===== src/rtl/clock_monitor_pkg.sv =====
// Shared types and constants for the clock frequency monitor.
package clock_monitor_pkg;

  typedef enum logic [1:0] {
    IDLE   = 2'd0,
    SETTLE = 2'd1,
    GATE   = 2'd2
  } state_t;

  localparam int SYNC_STAGES   = 2;
  localparam int SETTLE_CYCLES = 3;

endpackage


===== src/rtl/cdc_edge_sync.sv =====
// Brings an asynchronous level into the local clock domain and emits a
// one-cycle pulse whenever the synchronised level changes.
module cdc_edge_sync #(
  parameter int STAGES = 2
) (
  input  logic clk,
  input  logic rst,
  input  logic async_in,
  output logic edge_pulse
);

  logic [STAGES-1:0] sync_q;
  logic              prev_q;
  logic              edge_q;

  // Synchroniser chain, compare register and a registered change pulse so
  // downstream counters see a clean flop output three cycles after the input moves.
  always_ff @(posedge clk or posedge rst) begin
    if (rst) begin
      sync_q <= '0;
      prev_q <= 1'b0;
      edge_q <= 1'b0;
    end else begin
      sync_q[0] <= async_in;
      for (int i = 1; i < STAGES; i++) begin
        sync_q[i] <= sync_q[i-1];
      end
      prev_q <= sync_q[STAGES-1];
      edge_q <= sync_q[STAGES-1] ^ prev_q;
    end
  end

  assign edge_pulse = edge_q;

endmodule


===== src/rtl/clock_monitor.sv =====
// Counts transitions of a divided-down foreign clock over a fixed window of
// usb_clk cycles and reports the result plus a clock-present indication.
module clock_monitor
  import clock_monitor_pkg::*;
#(
  parameter int GATE_CYCLES    = 96000,
  parameter int CNT_WIDTH      = 32,
  parameter int TIMEOUT_CYCLES = 1024
) (
  input  logic                 usb_clk,
  input  logic                 reset,
  input  logic                 I_meas_toggle,
  input  logic                 I_enable,
  input  logic                 I_restart,
  output logic [CNT_WIDTH-1:0] O_freq_count,
  output logic                 O_count_valid,
  output logic                 O_overflow,
  output logic                 O_clk_present
);

  localparam int GATE_W = $clog2(GATE_CYCLES);
  localparam int TMO_W  = $clog2(TIMEOUT_CYCLES);
  localparam int SET_W  = $clog2(SETTLE_CYCLES);

  localparam logic [GATE_W-1:0] GATE_LAST   = GATE_W'(GATE_CYCLES - 1);
  localparam logic [TMO_W-1:0]  TMO_LAST    = TMO_W'(TIMEOUT_CYCLES - 1);
  localparam logic [SET_W-1:0]  SETTLE_LAST = SET_W'(SETTLE_CYCLES - 1);

  state_t               state_q;
  state_t               state_d;
  logic [SET_W-1:0]     settle_q;
  logic [GATE_W-1:0]    gate_q;
  logic [CNT_WIDTH-1:0] edge_cnt_q;
  logic                 win_ovf_q;
  logic [TMO_W-1:0]     tmo_q;

  logic                 toggle_edge;
  logic                 enter_settle;
  logic                 enter_gate;
  logic                 in_gate;
  logic                 terminal;
  logic                 edge_at_max;
  logic                 edge_ovf_now;
  logic [CNT_WIDTH-1:0] edge_cnt_inc;

  cdc_edge_sync #(
    .STAGES (SYNC_STAGES)
  ) u_sync (
    .clk        (usb_clk),
    .rst        (reset),
    .async_in   (I_meas_toggle),
    .edge_pulse (toggle_edge)
  );

  // Saturating view of the edge counter with the current edge folded in.
  assign edge_at_max  = (edge_cnt_q == '1);
  assign edge_ovf_now = toggle_edge & edge_at_max;
  assign edge_cnt_inc = (toggle_edge && !edge_at_max) ? edge_cnt_q + CNT_WIDTH'(1) : edge_cnt_q;

  // FSM state register.
  always_ff @(posedge usb_clk or posedge reset) begin
    if (reset) begin
      state_q <= IDLE;
    end else begin
      state_q <= state_d;
    end
  end

  // Next state and window control; disable beats restart, restart beats the window close.
  always_comb begin
    state_d      = state_q;
    enter_settle = 1'b0;
    enter_gate   = 1'b0;
    in_gate      = 1'b0;
    terminal     = 1'b0;
    case (state_q)
      IDLE: begin
        if (I_enable) begin
          state_d      = SETTLE;
          enter_settle = 1'b1;
        end
      end
      SETTLE: begin
        if (!I_enable) begin
          state_d = IDLE;
        end else if (I_restart) begin
          enter_settle = 1'b1;
        end else if (settle_q == SETTLE_LAST) begin
          state_d    = GATE;
          enter_gate = 1'b1;
        end
      end
      GATE: begin
        if (!I_enable) begin
          state_d = IDLE;
        end else if (I_restart) begin
          state_d      = SETTLE;
          enter_settle = 1'b1;
        end else begin
          in_gate  = 1'b1;
          terminal = (gate_q == '0);
        end
      end
      default: begin
        state_d = IDLE;
      end
    endcase
  end

  // Settle timer: gives the synchroniser time to flush before a window opens.
  always_ff @(posedge usb_clk or posedge reset) begin
    if (reset) begin
      settle_q <= '0;
    end else if (enter_settle) begin
      settle_q <= '0;
    end else if (state_q == SETTLE && state_d == SETTLE) begin
      settle_q <= settle_q + SET_W'(1);
    end
  end

  // Gate window counters; reload at window open and at each window close so windows abut.
  always_ff @(posedge usb_clk or posedge reset) begin
    if (reset) begin
      gate_q     <= '0;
      edge_cnt_q <= '0;
      win_ovf_q  <= 1'b0;
    end else if (enter_gate || terminal) begin
      gate_q     <= GATE_LAST;
      edge_cnt_q <= '0;
      win_ovf_q  <= 1'b0;
    end else if (in_gate) begin
      gate_q     <= gate_q - GATE_W'(1);
      edge_cnt_q <= edge_cnt_inc;
      win_ovf_q  <= win_ovf_q | edge_ovf_now;
    end else begin
      gate_q     <= '0;
      edge_cnt_q <= '0;
      win_ovf_q  <= 1'b0;
    end
  end

  // Published result registers change only together with the valid pulse.
  always_ff @(posedge usb_clk or posedge reset) begin
    if (reset) begin
      O_freq_count  <= '0;
      O_overflow    <= 1'b0;
      O_count_valid <= 1'b0;
    end else begin
      O_count_valid <= terminal;
      if (terminal) begin
        O_freq_count <= edge_cnt_inc;
        O_overflow   <= win_ovf_q | edge_ovf_now;
      end
    end
  end

  // Presence detector runs all the time, independent of the gating FSM.
  always_ff @(posedge usb_clk or posedge reset) begin
    if (reset) begin
      tmo_q         <= '0;
      O_clk_present <= 1'b0;
    end else if (toggle_edge) begin
      tmo_q         <= '0;
      O_clk_present <= 1'b1;
    end else begin
      if (tmo_q != TMO_LAST) begin
        tmo_q <= tmo_q + TMO_W'(1);
      end else begin
        O_clk_present <= 1'b0;
      end
    end
  end

endmodule


===== config.mk =====
export PLATFORM = sky130hd
export DESIGN_NAME = clock_monitor
export DESIGN_NICKNAME = d
export VERILOG_FILES = /design/src/rtl/clock_monitor_pkg.sv /design/src/rtl/cdc_edge_sync.sv /design/src/rtl/clock_monitor.sv
export SDC_FILE = /design/constraint.sdc
export NUM_CORES = 1
export LEC_CHECK = 0
export ABC_CLOCK_PERIOD_IN_PS = 5300
export CAP_MARGIN = 0
export CELL_PAD_IN_SITES_DETAIL_PLACEMENT = 1
export CELL_PAD_IN_SITES_GLOBAL_PLACEMENT = 2
export CORE_MARGIN = 2
export CORE_UTILIZATION = 40
export DETAILED_ROUTE_END_ITERATION = 12
export PLACE_DENSITY = 0.81
export RECOVER_POWER = 50
export SYNTH_ARGS = -nofsm -noshare
export SYNTH_HDL_FRONTEND = slang
export SYNTH_SLANG_ARGS = --single-unit

===== constraint.sdc =====
create_clock -name usb_clk -period 5.3 [get_ports usb_clk]
set_input_delay 0.795 -clock usb_clk [delete_from_list [all_inputs] [get_ports usb_clk]]
set_output_delay 0.795 -clock usb_clk [all_outputs]
set_load 0.01 [all_outputs]

# Word level (Yosys, flattened, before mapping)
# Index checks and enable logic that the tools add are counted.
# word_totals
latch_bits,0
n_memories,0
wordCells,70
input_bits,5
output_inout_bits,35
regBits,103
rom_bits,0
ram_bits,0
# op_classes
n_shift,0
bitwise_logic,3
div,0
n_eq_ne,7
multipliers,0
mux,34
reduce_logical,9
addsub,4
order_cmp,0
# ops
op,n
2-to-1 mux 32 bit,3
2-to-1 mux 17 bit,2
adder 32 x 1 -> 32 bit (second input constant),1
== test 32 bit (second input constant),1
2-to-1 mux 10 bit,2
zero test 17 bit,1
2-to-1 mux 1 bit,17
subtractor 17 x 1 -> 17 bit (second input constant),1
2-to-1 mux 2 bit,8
adder 10 x 1 -> 10 bit (second input constant),1
inequality test 10 bit (second input constant),1
one-hot mux 2 bit (3 select lines),1
== test 2 x 1 -> 1 bit (second input constant),2
== test 2 bit (second input constant),2
nonzero test 2 bit,2
adder 2 x 1 -> 2 bit (second input constant),1
logical AND 1 bit,2
zero test 2 bit,1
inequality test 2 x 1 -> 1 bit (second input constant),1
one-hot mux 1 bit (2 select lines),1
OR reduction 2 bit,1
bitwise AND 1 bit,1
zero test 1 bit,1
logical OR 1 bit,1
2 further kinds,2

# Depth between registers and ports, before layout
# Gate-level depths: netlist of run 1.
# logic_depth
ltp_word,9
depth_mapped,10
depth_no_buf,8

# By module
# From an unflattened synthesis of run 1, not the netlist that was laid out.
# unflattened
hier_cells,465
hier_area_um2,4714.5
# by_module_without_submodules
module,seq_area_each_um2,cells_per_inst,instances,area_per_inst_um2
clock_monitor,2477.4,459,1,4601.9
cdc_edge_sync,100.1,6,1,112.6

# Worst setup path after synthesis of run 1
# No wires, ideal clock.
# synth_timing
kind,reg2reg
start,register gate_q[9]
end,register edge_cnt_q[10]
required_ps,5178
period_less_slack_ps,2359
stages_incl_launch_ff,9
arrival_time_ps,2236
setup_slack_ps,2941
path_buffers,2
setup_ps,122
path_cell_list,dfrtp_1 or4_4 or4_4 or3_1 buf_2 o21a_4 nand2_8 buf_8 nor2_1
# synth_via
elab_chain_cells,6
# synth_lines
element,line,rtl
"start, declared",clock_monitor.sv:32,logic [GATE_W-1:0] gate_q;
"start signal, assigned",clock_monitor.sv:132,gate_q <= gate_q - GATE_W'(1);
zero test 17 bit,clock_monitor.sv:101,terminal = (gate_q == '0);
2-to-1 mux 1 bit,clock_monitor.sv:96,end else if (I_restart) begin
2-to-1 mux 1 bit,clock_monitor.sv:94,if (!I_enable) begin
2-to-1 mux 1 bit,clock_monitor.sv:76,case (state_q)
logical OR 1 bit,clock_monitor.sv:127,end else if (enter_gate || terminal) begin
2-to-1 mux 32 bit,clock_monitor.sv:127,
"end signal, assigned",clock_monitor.sv:133,edge_cnt_q <= edge_cnt_inc;
"end, declared",clock_monitor.sv:33,logic [CNT_WIDTH-1:0] edge_cnt_q;
# Every way passes these cells.
# A chain may end at the register's enable or synchronous reset.

==> impl_metrics.py, run 1 <==
metrics = {
    "status": {
        "outcome": "finished with violations",
        "violations": "max-capacitance violations, max-slew violations",
    },
    "finish": {
        "finish.utilization_pct": 47.7,
        "diodes": 0,
        "final_common_cell": "dfrtp_1",
        "syn_to_final_growth_pct": 15.5,
        "nNetsFinal": 516,
        "mostFrequentLayoutCells": "dfrtp_1 (103), nor2_1 (61), nand2_1 (56)",
        "drive_gt1_share_pct": 4.54,
    },
    "sta": {
        "rsz0062_at_grt": "no",
        "max_slew_margin_pct": -101,
        "finalSetupViolations": 0,
        "fin_crit_sh_pct": 69.5,
        "finClkSkew_ns": 0.00697,
        "finalWorstPathRequiredPeriod_ns": 3.68,
        "tightestPinTransition_ns": 3.00,
        "tns_ns": 0,
        "final_hold_viol_count": 0,
        "max_freq_mhz": 272,
        "slew_violations": 69,
    },
    "placement": {
        "portBuffers": 39,
        "place_hpwl_um": 6760,
        "place_congestion": 0.760,
    },
    "floorplanning": {
        "start_util_pct": 41.3,
        "die_h_um": 113,
        "fp-row-count": 39,
        "die_width_um": 113,
        "coreArea_sq_mm": 0.0115,
        "dieArea_sq_mm": 0.0127,
        "io_pins": 40,
    },
    "clock_tree": {
        "clock_latency_ns": 0.35,
        "post_cts_buffers": 0,
        "tritoncts": "built",
        "cts.sinks": 103,
        "root_buffer": "clkbuf_16",
        "clockBufferDepth": 2,
        "numCtsBuffers": 9,
        "clk_pin_slew_worst_paths_ns": 0.06,
        "ctsHtreeMaxLevel": 3,
        "hold_buffers": 0,
        "ctsResizeCount": 0,
    },
    "synth": {
        "synth_cells": 469,
        "syn-cell-area_sq_mm": 0.00473,
        "synth_edf_count": 0,
        "ys_types": 43,
        "syn-num-nets": 483,
        "ys_ff_latch": 103,
        "ys_top_cells_by_area": "dfrtp_1 (54%), xnor2_1 (5.7%), nor2_1 (4.8%), nand2_1 (4.4%), xor2_1 (3.9%)",
        "synthArstFlopShare_pct": 100,
        "synth_ff_type": "dfrtp_1",
        "yosysTopAreaCell": "dfrtp_1",
        "yosysWarningCount": 0,
        "seq_area_frac_synth_pct": 54.4,
        "synthDominantCellAreaShare_pct": 54.4,
        "postSynthAreaPerCell_sq_um": 10.1,
    },
    "power_and_ir_drop": {
        "p_comb_share_pct": 11.7,
        "pwr-share-seq_pct": 49.3,
        "powerDensity_mw_per_mm2": 309,
        "peakVddDrop_uv": 189,
        "swShare_pct": 24.8,
        "p_sw_mw": 0.419,
        "p_int_mw": 1.27,
        "clkPwrFrac_pct": 39.1,
        "leakage_nw": 2.45,
    },
    "grt": {
        "track_usage_pct": 17.0,
        "grt_overflow": 0,
        "grt_pass1_vias": 3570,
        "grt_antenna_before_repair": 0,
        "grt_max_degree": 69,
        "grt_pass1_wl_um": 17300,
    },
    "setup_path": {
        "crit_required_ns": 5.66,
        "path_max_fanout": 68,
        "rrSetupSlack_ns": 2.12,
        "r2r_cells": 6,
        "startpoint_type": "input port",
        "arrival_ns": 4.04,
        "worstSetupPathType": "in2async",
        "end_kind": "asynchronous set/reset pin",
        "worstReg2RegEnd": "edge_cnt_q[15]",
        "reg2reg_from": "gate_q[9]",
    },
    "route": {
        "wl_per_cell_um": 15.1,
        "dr.pass1.iters": 4,
        "vias_per_cell": 5.16,
        "routed_wl_um": 9790,
        "drt-initial-drc-count": 125,
        "antenna_left": 0,
        "route.vias.total": 3357,
        "drc": 0,
    },
    "hold_path": {
        "hold_start": "u_sync.sync_q[0]",
        "hold_class": "reg2reg",
        "hold_end": "u_sync.sync_q[1]",
        "hold_depth": 0,
    },
    "run": {
        "drv_cap": 1,
    },
}
Yosys cell counts (9+ instances only):
| library cell | count |
|---|---|
| dfrtp_1 | 103 |
| nor2_1 | 61 |
| nand2_1 | 56 |
| o21ai_0 | 32 |
| xnor2_1 | 31 |
| xor2_1 | 21 |
| o21ai_1 | 17 |
| nand3_1 | 16 |
| nand4_1 | 14 |
| inv_1 | 12 |
| nor3_1 | 10 |
| ha_1 | 9 |
| nor4_1 | 9 |
per-stage QoR:
stage               worst slack (ns)  area [sq um]  power [mW]  hold slack [ns]  cells
floorplan                       1.80          4730       0.999            0.331    469
global placement                1.75          5180        1.04            0.338    634
detailed placement              1.70          5180        1.05            0.348    634
CTS                             2.08          5470        1.72            0.363    650
global route                    1.07          5470        1.78            0.369    650
finish                          1.62          5470        1.69            0.360    650
critical path, cell delays in order:
cell and delay, ns:
dlygate4sd3_1 0.54, clkinvlp_2 1.70, clkbuf_2 0.95
how the worst max path moves through the flow:
stage                     startpoint                to  slack, ns  cells past startpoint
after floorplan                reset     O_clk_present       1.80                      1
after global placement      I_enable     edge_cnt_q[7]       1.75                      7
after detailed placement    I_enable         gate_q[8]       1.70                      7
after CTS                  gate_q[9]    edge_cnt_q[31]       2.08                      6
after global routing           reset         win_ovf_q       1.07                      3
final                          reset  O_freq_count[21]       1.62                      3
layer usage:
layer	vias to the layer above	wire, um	track usage (%)
met3	15	273	3.32
met5	-	0	0
li1	1658	-	-
met4	0	211	7.56
met2	34	4690	27.3
met1	1650	4620	22.5
registers in the layout, summed over array words and instances, names as in the netlist:
signal,cells
O_freq_count,32
edge_cnt_q,32
gate_q,17
tmo_q,10
settle_q,2
state_q,2
u_sync.sync_q,2
O_clk_present,1
O_count_valid,1
O_overflow,1
u_sync.edge_pulse,1
u_sync.prev_q,1
win_ovf_q,1
cells by family after synthesis:
family,count (synthesis),synth area share (%)
simple gates,204,21.1
flops,103,54.4
xor+xnor,52,9.62
fa+ha+maj,9,2.38
compound gates,68,8.06
mux,3,0.634
buf+inv,30,3.81
power by group through the flow:
| stage | Combinational [mW] | Sequential (mW) | Clock (mW) |
|---|---|---|---|
| after floorplan | 0.162 | 0.837 | 0 |
| after global placement | 0.194 | 0.845 | 0 |
| after detailed placement | 0.202 | 0.846 | 0 |
| after CTS | 0.204 | 0.831 | 0.680 |
| after global routing | 0.229 | 0.835 | 0.712 |
| final | 0.197 | 0.831 | 0.659 |
layout make-up:
cell class                      count  area (sq um)
Fill cell                        1284          6000
Sequential cell                   103          2580
Multi-Input combinational cell    336          1980
Timing Repair Buffer               40           395
Clock buffer                       12           246
Tap cell                          143           179
Inverter                           12          46.3
Clock inverter                      4          45.0
Power figures use the tool's default switching activity.
==> run 2, diff against run 1 <==
--- a/config.mk
+++ b/config.mk
@@ -5,14 +5,14 @@
 export SDC_FILE = /design/constraint.sdc
 export NUM_CORES = 1
 export LEC_CHECK = 0
-export ABC_CLOCK_PERIOD_IN_PS = 5300
+export ABC_CLOCK_PERIOD_IN_PS = 3700
 export CAP_MARGIN = 0
 export CELL_PAD_IN_SITES_DETAIL_PLACEMENT = 1
 export CELL_PAD_IN_SITES_GLOBAL_PLACEMENT = 2
 export CORE_MARGIN = 2
-export CORE_UTILIZATION = 40
+export CORE_UTILIZATION = 37
 export DETAILED_ROUTE_END_ITERATION = 12
-export PLACE_DENSITY = 0.81
+export PLACE_DENSITY = 0.76
 export RECOVER_POWER = 50
 export SYNTH_ARGS = -nofsm -noshare
 export SYNTH_HDL_FRONTEND = slang
==> constraint.sdc (replaced) <==
create_clock -name usb_clk -period 3.7 [get_ports usb_clk]
set_input_delay 0.555 -clock usb_clk [delete_from_list [all_inputs] [get_ports usb_clk]]
set_output_delay 0.555 -clock usb_clk [all_outputs]
set_load 0.01 [all_outputs]
==> impl_metrics.py, run 2 (synthesis results as in run 1) <==
metrics = {
    "status": {
        "outcome": "completed",
    },
    "route": {
        "wl_per_cell_um": 14.9,
        "wl_met3_um": 289,
        "drt-initial-drc-count": 118,
        "wl_met1_um": 4660,
        "vias_per_cell": 5.02,
        "dr_wl_met2_um": 5090,
        "drc": 0,
        "top_layer": "met4",
        "dr.pass1.iters": 4,
        "routed_wl_um": 10100,
        "route.vias.total": 3406,
        "antenna_left": 0,
    },
    "hold_path": {
        "hold_end": "u_sync.sync_q[1]",
        "hold_depth": 0,
        "hold_class": "reg2reg",
        "hold_start": "u_sync.sync_q[0]",
    },
    "power_and_ir_drop": {
        "p_sw_mw": 0.584,
        "peakVddDrop_uv": 354,
        "swShare_pct": 24.3,
        "p_comb_share_pct": 12.3,
        "p_total_mw": 2.40,
        "clkPwrFrac_pct": 38.4,
        "pwr-share-seq_pct": 49.3,
        "p_int_mw": 1.82,
        "leakage_nw": 2.35,
        "powerDensity_mw_per_mm2": 435,
    },
    "setup_path": {
        "rrSetupSlack_ns": 1.03,
        "end_kind": "flip-flop",
        "worstReg2RegEnd": "O_freq_count[15]",
        "worstSetupPathType": "reg2reg",
        "crit_required_ns": 3.89,
        "startpoint_type": "flip-flop",
        "reg2reg_from": "gate_q[11]",
        "path_max_fanout": 67,
        "arrival_ns": 2.86,
        "r2r_cells": 6,
    },
    "sta": {
        "tightestPinTransition_ns": 0.716,
        "finClkSkew_ns": 0.0105,
        "tns_ns": 0,
        "final_hold_viol_count": 0,
        "finalWorstPathRequiredPeriod_ns": 2.67,
        "finalSetupViolations": 0,
        "fin_crit_sh_pct": 72.2,
        "max_slew_margin_pct": 51.8,
        "rsz0062_at_grt": "no",
        "max_freq_mhz": 374,
        "slew_violations": 0,
    },
    "grt": {
        "grt_max_degree": 98,
        "grt_pass1_vias": 3571,
        "grt_antenna_before_repair": 0,
        "track_usage_pct": 16.5,
        "grt_pass1_wl_um": 17500,
        "grt_overflow": 0,
    },
    "finish": {
        "diodes": 0,
        "drive_gt1_share_pct": 4.34,
        "nNetsFinal": 518,
        "syn_to_final_growth_pct": 16.6,
        "top_regs": "O_freq_count x32, edge_cnt_q x32, gate_q x17",
        "final_common_cell": "dfrtp_1",
        "mostFrequentLayoutCells": "dfrtp_1 (103), nor2_1 (61), nand2_1 (56)",
    },
    "floorplanning": {
        "die_h_um": 117,
        "die_width_um": 117,
        "coreArea_sq_mm": 0.0126,
        "io_pins": 40,
        "start_util_pct": 37.7,
        "fp-row-count": 41,
        "dieArea_sq_mm": 0.0137,
    },
    "clock_tree": {
        "hold_buffers": 0,
        "post_cts_buffers": 0,
        "cts.sinks": 103,
        "root_buffer": "clkbuf_16",
        "numCtsBuffers": 9,
        "clk_pin_slew_worst_paths_ns": 0.07,
        "clockBufferDepth": 2,
        "clock_latency_ns": 0.34,
        "tritoncts": "built",
        "ctsHtreeMaxLevel": 3,
        "ctsResizeCount": 0,
    },
    "placement": {
        "portBuffers": 39,
        "place_congestion": 0.723,
        "place_hpwl_um": 6910,
    },
    "run": {
        "drv_cap": 0,
    },
}
-- run 2: layout make-up --
class | count | area (sq um)
multi-input combinational | 336 | 1980
tap | 172 | 215
fill | 1432 | 7050
clock buffer | 13 | 250
timing repair buffer | 42 | 425
inverter | 12 | 46.3
sequential | 103 | 2580
clock inverter | 1 | 30.0
-- run 2: worst max path at each step --
| stage | startpoint | to | slack [ns] | cells past startpoint |
|---|---|---|---|---|
| 3_3_place_gp | I_enable | O_freq_count[29] | 0.95 | 7 |
| 5_1_grt | edge_cnt_q[12] | O_freq_count[31] | 0.89 | 6 |
| 6_report | gate_q[11] | O_freq_count[15] | 1.03 | 6 |
| 3_5_place_dp | I_enable | O_freq_count[15] | 0.86 | 7 |
| 2_1_floorplan | reset | O_clk_present | 0.44 | 1 |
| 4_1_cts | gate_q[9] | O_freq_count[15] | 1.02 | 6 |
-- run 2: routing by layer --
layer,vias up,GRT usage (%)
met3,7,4.79
met4,0,4.00
li1,1657,-
met1,1713,20.0
met2,29,28.9
met5,-,0
-- run 2: worst max-delay path, cell delays in order, from the launching register on --
cell	delay, ns
dfrtp_1	0.40
or4_4	0.57
or4_4	0.46
or3_2	0.50
buf_4	0.33
nand2_1	0.15
o21ai_0	0.09
-- run 2: stage by stage --
| step | setup WS (ns) | cells | cell area [sq um] | hold WS, ns | utilization (%) |
|---|---|---|---|---|---|
| 3_3_place_gp | 0.947 | 665 | 5240 | 0.341 | 41.7 |
| 5_1_grt | 0.893 | 679 | 5520 | 0.372 | 43.9 |
| 2_1_floorplan | 0.441 | 469 | 4730 | 0.331 | - |
| 3_5_place_dp | 0.859 | 665 | 5240 | 0.342 | 41.7 |
| 6_report | 1.03 | 679 | 5520 | 0.362 | 43.9 |
| 4_1_cts | 1.02 | 679 | 5520 | 0.367 | 44.0 |
-- run 2: power groups by stage --
stage                     logic (mW)  registers [mW]  clock network [mW]
final                          0.295            1.18               0.923
after global routing           0.344            1.19                1.00
after CTS                      0.304            1.18               0.961
after detailed placement       0.300            1.20                   0
after global placement         0.289            1.20                   0
after floorplan                0.233            1.20                   0
